$ cat config.mk
export PLATFORM = sky130hd
export DESIGN_NAME = timer_arbiter
export DESIGN_NICKNAME = d
export VERILOG_FILES = /design/src/rtl/timer_arbiter.sv
export SDC_FILE = /design/constraint.sdc
export NUM_CORES = 1
export LEC_CHECK = 0
export BUFFER_PORTS_ARGS = -buffer_cell sky130_fd_sc_hd__buf_2
export CAP_MARGIN = 20
export CORE_UTILIZATION = 41
export CTS_BUF_LIST = sky130_fd_sc_hd__clkbuf_4 sky130_fd_sc_hd__clkbuf_8
export DETAILED_ROUTE_END_ITERATION = 10
export PLACE_DENSITY_LB_ADDON = 0.12
export SLEW_MARGIN = 10
export SYNTH_ARGS = -nofsm -noshare
export SYNTH_HDL_FRONTEND = slang
export SYNTH_SLANG_ARGS = --single-unit
$ cat constraint.sdc
create_clock -name clk -period 2.3 [get_ports clk]
set_input_delay 0.46 -clock clk [delete_from_list [all_inputs] [get_ports clk]]
set_output_delay 0.46 -clock clk [all_outputs]
set_load 0.02 [all_outputs]
$ cat src/rtl/timer_arbiter.sv
// Round-robin owner of a single shared millisecond countdown timer.
// One requester at a time gets the timer loaded with its duration and receives a done pulse on expiry.
module timer_arbiter #(
    parameter int N_REQ  = 4,
    parameter int MAX_MS = 2000,
    parameter int W      = $clog2(MAX_MS)
) (
    input  logic               clk,
    input  logic               reset,
    input  logic [N_REQ-1:0]   req,
    input  logic [N_REQ*W-1:0] req_ms,
    output logic [N_REQ-1:0]   grant,
    output logic [N_REQ-1:0]   done,
    output logic               busy,
    output logic               tmr_reset,
    output logic               tmr_up,
    output logic [W-1:0]       tmr_start_value,
    output logic               tmr_run,
    input  logic [W-1:0]       tmr_value
);

    localparam int IW = (N_REQ > 1) ? $clog2(N_REQ) : 1;

    typedef enum logic [2:0] {
        S_IDLE,
        S_LOAD,
        S_ARM,
        S_RUN,
        S_DONE
    } state_t;

    state_t          state_reg, state_next;
    logic [IW-1:0]   owner_reg, owner_next;
    logic [IW-1:0]   last_reg, last_next;
    logic [W-1:0]    start_reg, start_next;

    logic [W-1:0]    dur [N_REQ];
    logic            pick_valid;
    logic [IW-1:0]   pick_idx;
    logic [IW:0]     cand;

    // Durations are clamped here so the latched value is always in range;
    // compared one bit wider so a power-of-two MAX_MS does not wrap to zero.
    generate
        for (genvar gi = 0; gi < N_REQ; gi++) begin : gen_dur
            assign dur[gi] = ({1'b0, req_ms[gi*W +: W]} >= (W+1)'(MAX_MS))
                           ? W'(MAX_MS - 1) : req_ms[gi*W +: W];
        end
    endgenerate

    // Walk offsets from farthest to nearest so the nearest set bit after last wins.
    always_comb begin
        pick_valid = 1'b0;
        pick_idx   = '0;
        cand       = '0;
        for (int off = N_REQ; off >= 1; off--) begin
            cand = {1'b0, last_reg} + (IW+1)'(off);
            if (cand >= (IW+1)'(N_REQ)) begin
                cand = cand - (IW+1)'(N_REQ);
            end
            if (req[cand[IW-1:0]]) begin
                pick_valid = 1'b1;
                pick_idx   = cand[IW-1:0];
            end
        end
    end

    always_ff @(posedge clk or posedge reset) begin
        if (reset) begin
            state_reg <= S_IDLE;
            owner_reg <= '0;
            last_reg  <= IW'(N_REQ - 1);
            start_reg <= '0;
        end else begin
            state_reg <= state_next;
            owner_reg <= owner_next;
            last_reg  <= last_next;
            start_reg <= start_next;
        end
    end

    always_comb begin
        state_next = state_reg;
        owner_next = owner_reg;
        last_next  = last_reg;
        start_next = start_reg;
        case (state_reg)
            S_IDLE: begin
                if (pick_valid) begin
                    owner_next = pick_idx;
                    start_next = dur[pick_idx];
                    state_next = (dur[pick_idx] == '0) ? S_DONE : S_LOAD;
                end
            end
            S_LOAD: state_next = S_ARM;
            S_ARM:  state_next = S_RUN;
            S_RUN: begin
                // A withdrawn request wins over a simultaneous expiry.
                if (!req[owner_reg]) begin
                    state_next = S_IDLE;
                    last_next  = owner_reg;
                end else if (tmr_value == '0) begin
                    state_next = S_DONE;
                end
            end
            S_DONE: begin
                last_next  = owner_reg;
                state_next = S_IDLE;
            end
            default: state_next = S_IDLE;
        endcase
    end

    generate
        for (genvar gi = 0; gi < N_REQ; gi++) begin : gen_onehot
            assign grant[gi] = (state_reg != S_IDLE) && (owner_reg == IW'(gi));
            assign done[gi]  = (state_reg == S_DONE) && (owner_reg == IW'(gi));
        end
    endgenerate

    assign busy            = (state_reg != S_IDLE);
    assign tmr_reset       = (state_reg == S_LOAD);
    assign tmr_run         = (state_reg == S_RUN);
    assign tmr_up          = 1'b0;
    assign tmr_start_value = start_reg;

endmodule

==> impl_metrics.csv <==
group,metric,value,unit
status,status,"complete, but fails checks",
status,violations,"negative setup slack",
route,detail_route.drc_violations,0,
synth,synthDominantCellAreaShare,27.37,%
worst_setup_path,critPathTopFamily,"simple AND/OR/NAND/NOR gates",
sta,hold_viol,0,
synth,syn_avg_cell_area,9.686,sq um
power_and_ir_drop,power_density,1221,mW/mm^2
global_route,grt_max_degree,19,
sta,max_freq,373.3,MHz
worst_setup_path,crit_chain,"nor2b_4 > o21a_4 > or4_4 > o221ai_1 > and2_4 > nand4b_1 > o41ai_2 > and3_1",
sta,setup_ws,-0.3785,ns
cts,htree_num_levels,1,
final_layout,area_delta_synth_final,51.75,%
power_and_ir_drop,p_sw_share,44.60,%
sta,finalSetupViolations,2,
cts,cts_tree,"built",
worst_setup_path,path_buf_inv,0,
sta,fin_skew,0.002222,ns
synth,yosysWarnings,0,
final_layout,antenna_cells,0,
final_layout,largest_register_ffs,11,
route,vias,1687,
cts,clkLatencyLatePin,0.29,ns
min_path,holdCritPathClass,"in2async",
floorplanning,die_h,61.73,microns
placed_design,port_buffers,82,
synth,synth.ff_latch_count,18,
floorplanning,initial_core_util,43.15,%
final_layout,fin_area,0.002220,sq mm
floorplanning,core,0.003390,sq mm
sta,rsz0062_at_grt,"yes",
route,wl_per_cell,14.32,microns
power_and_ir_drop,seq_power_share,23.5,%
final_layout,fillers,308,
floorplanning,dieArea,0.003811,sq mm
synth,synthTopCellsByArea,"dfrtp_1 (27%), mux2_2 (8.5%), mux4_1 (5.4%), nor2_1 (4.9%), mux4_2 (4.6%)",
sta,final.min_clock_period,2.679,ns
synth,synth.distinct_cells,50,
sta,slew_viol_final,0,
placed_design,place_congestion,0.8631,
route,drt_pass1_iterations,4,
power_and_ir_drop,p_leak,1.050,nW
floorplanning,row_count,21,
floorplanning,pin_count,84,
global_route,grt_pass1_wl,6699,microns
placed_design,place_area,0.002127,sq mm
synth,yosysTopAreaCell,"dfrtp_1",
cts,clk_path_buf_depth,2,
power_and_ir_drop,comb_power_share,70.1,%
placed_design,hpwlAfterDp,3664,microns
worst_setup_path,start_kind,"flip-flop",
global_route,grt_antenna_before_repair,0,
worst_setup_path,max_stage_delay,0.59,ns
cts,clock-sinks,18,
synth,synth.net_count,212,
global_route,grt-ovfl-total,0,
worst_setup_path,cpMaxStageDelayCell,"dfstp_2",
synth,postSynth.asyncResetShare,100.0,%
worst_setup_path,critPathMaxFanout,4,
synth,synthFlopType,"dfrtp_1",
synth,netlist_instances,151,
global_route,grt_pass1_vias,1557,
worst_setup_path,cp.arrival,2.91,ns
sta,whs,0.2470,ns
cts,clk_root_buffer_cell,"clkbuf_4",
sta,fin_crit_sh,116.5,%
worst_setup_path,crit_type,"reg2reg",
route,drtIter0Drc,94,
cts,cts_buffers,3,
route,drt.antenna.violating_nets,0,
floorplanning,die_x,61.73,microns
synth,synthesis.area,0.001463,sq mm
sta,slew_headroom,55.38,%
final_layout,layout.nets,324,
cts,clk_pin_slew,0.10,ns
synth,synth-edff-count,0,
worst_setup_path,end_kind,"flip-flop",
final_layout,layout-drive-gt1-share,59.16,%
power_and_ir_drop,p_switching,1.209,mW
flow_run,maxCapViolations,0,
global_route,grt_use_total,24.26,%
route,routed_wl,4412,microns
power_and_ir_drop,p_clk_share,6.4,%
route,vias_per_cell,5.477,
synth,ys_seq_area_share,30.97,%
power_and_ir_drop,p_int,1.502,mW
sta,worst_pin_slew,0.6686,ns
power_and_ir_drop,finalPower,2.711,mW
worst_setup_path,required,2.53,ns
power_and_ir_drop,vdd_drop_max,737.8,uV
-- cells by family after synthesis --
group                  share of synthesized area [%]
other                                         0.2564
XOR/XNOR                                      0.5989
AND/OR/NAND/NOR                                24.29
multiplexers                                   18.48
AO/OA/AOI/OAI                                  21.64
buffers and inverters                          3.763
flip-flops                                     30.97
-- routing by layer --
layer	GRT usage (%)	vias to the layer above	wire, microns
met5	0	-	0
met4	9.206	0	114
met3	4.762	13	253
met2	42.55	78	2178
met1	29.41	779	1866
li1	-	817	-
-- cells in the mapped netlist (4+ instances only) --
master / count
nor2_1: 19
dfrtp_1: 16
mux2_2: 11
o221ai_1: 7
a21oi_1: 6
nand2_1: 5
nor3_1: 5
nor4_1: 5
and3_1: 4
inv_1: 4
o21ai_0: 4
-- final timing paths --
kind / slack, ns / cells past startpoint / endpoint / startpoint
max: -0.38 / 8 / state_reg[2]$_DFFE_PP0P_ / last_reg[0]$_DFFE_PP1P_
min: 0.25 / 2 / tmr_start_value[10]$_DFFE_PP0P_ / reset
max reg2reg: -0.38 / 8 / state_reg[2]$_DFFE_PP0P_ / last_reg[0]$_DFFE_PP1P_
min reg2reg: 0.52 / 1 / tmr_start_value[10]$_DFFE_PP0P_ / tmr_start_value[10]$_DFFE_PP0P_
max in group asynchronous: 1.58 / 2 / state_reg[1]$_DFFE_PP0P_ / reset
min in group clk: 0.52 / 1 / tmr_start_value[10]$_DFFE_PP0P_ / tmr_start_value[10]$_DFFE_PP0P_
-- through the flow --
stage	instances	setup TNS (ns)	util (%)	setup slack, ns
after global routing	308	-0.8409	65.49	-0.4430
after global placement	300	-0.6128	62.75	-0.3049
after floorplan	151	-0.1588	-	-0.1069
after detailed placement	300	-0.7809	62.75	-0.3952
final	308	-0.6457	65.49	-0.3785
after CTS	305	-0.6025	64.34	-0.3092
-- cells in the final DEF, fill, tap and decap left out, types with 2 or more instances in the layout --
cell / n
inv_1: 4
dfstp_2: 2
a31oi_1: 3
nand3b_1: 2
nand2_1: 5
nand4_1: 2
or2_2: 2
o21ai_0: 4
a21o_1: 2
o221ai_1: 6
mux2_2: 11
buf_2: 82
o31ai_1: 3
nor3_1: 5
nor2_2: 2
mux4_2: 5
buf_4: 30
clkbuf_4: 4
nor4_1: 4
o2111ai_1: 2
nor2_1: 18
nor2b_4: 2
dfrtp_1: 15
nand2b_1: 3
nand3_1: 3
and3_1: 4
a221oi_1: 3
a21oi_1: 6
-- power by group through the flow --
stage | Sequential [mW] | Combinational, mW | Clock (mW)
floorplan | 0.732 | 1.07 | 0
global placement | 0.648 | 1.76 | 0
detailed placement | 0.649 | 1.79 | 0
CTS | 0.646 | 1.84 | 0.177
global route | 0.657 | 2.08 | 0.190
finish | 0.637 | 1.90 | 0.172
-- final cells by class --
type	instances	area, sq um	share of cell area (%)
multi-input cells	123	1007	45.38
repair buffers	113	655.6	29.54
well taps	46	57.56	2.593
clock buffers	4	30.03	1.353
inverters	4	15.01	0.6764
flip-flops and latches	18	454.2	20.46
-- timing repair --
action,in CTS,in global routing
gates resized for setup,7,3
buffers inserted,1,3
setup endpoints to repair,2,9
hold buffers,0,0
pin swaps,3,2
No activity file was read; power rests on OpenSTA's default activity.
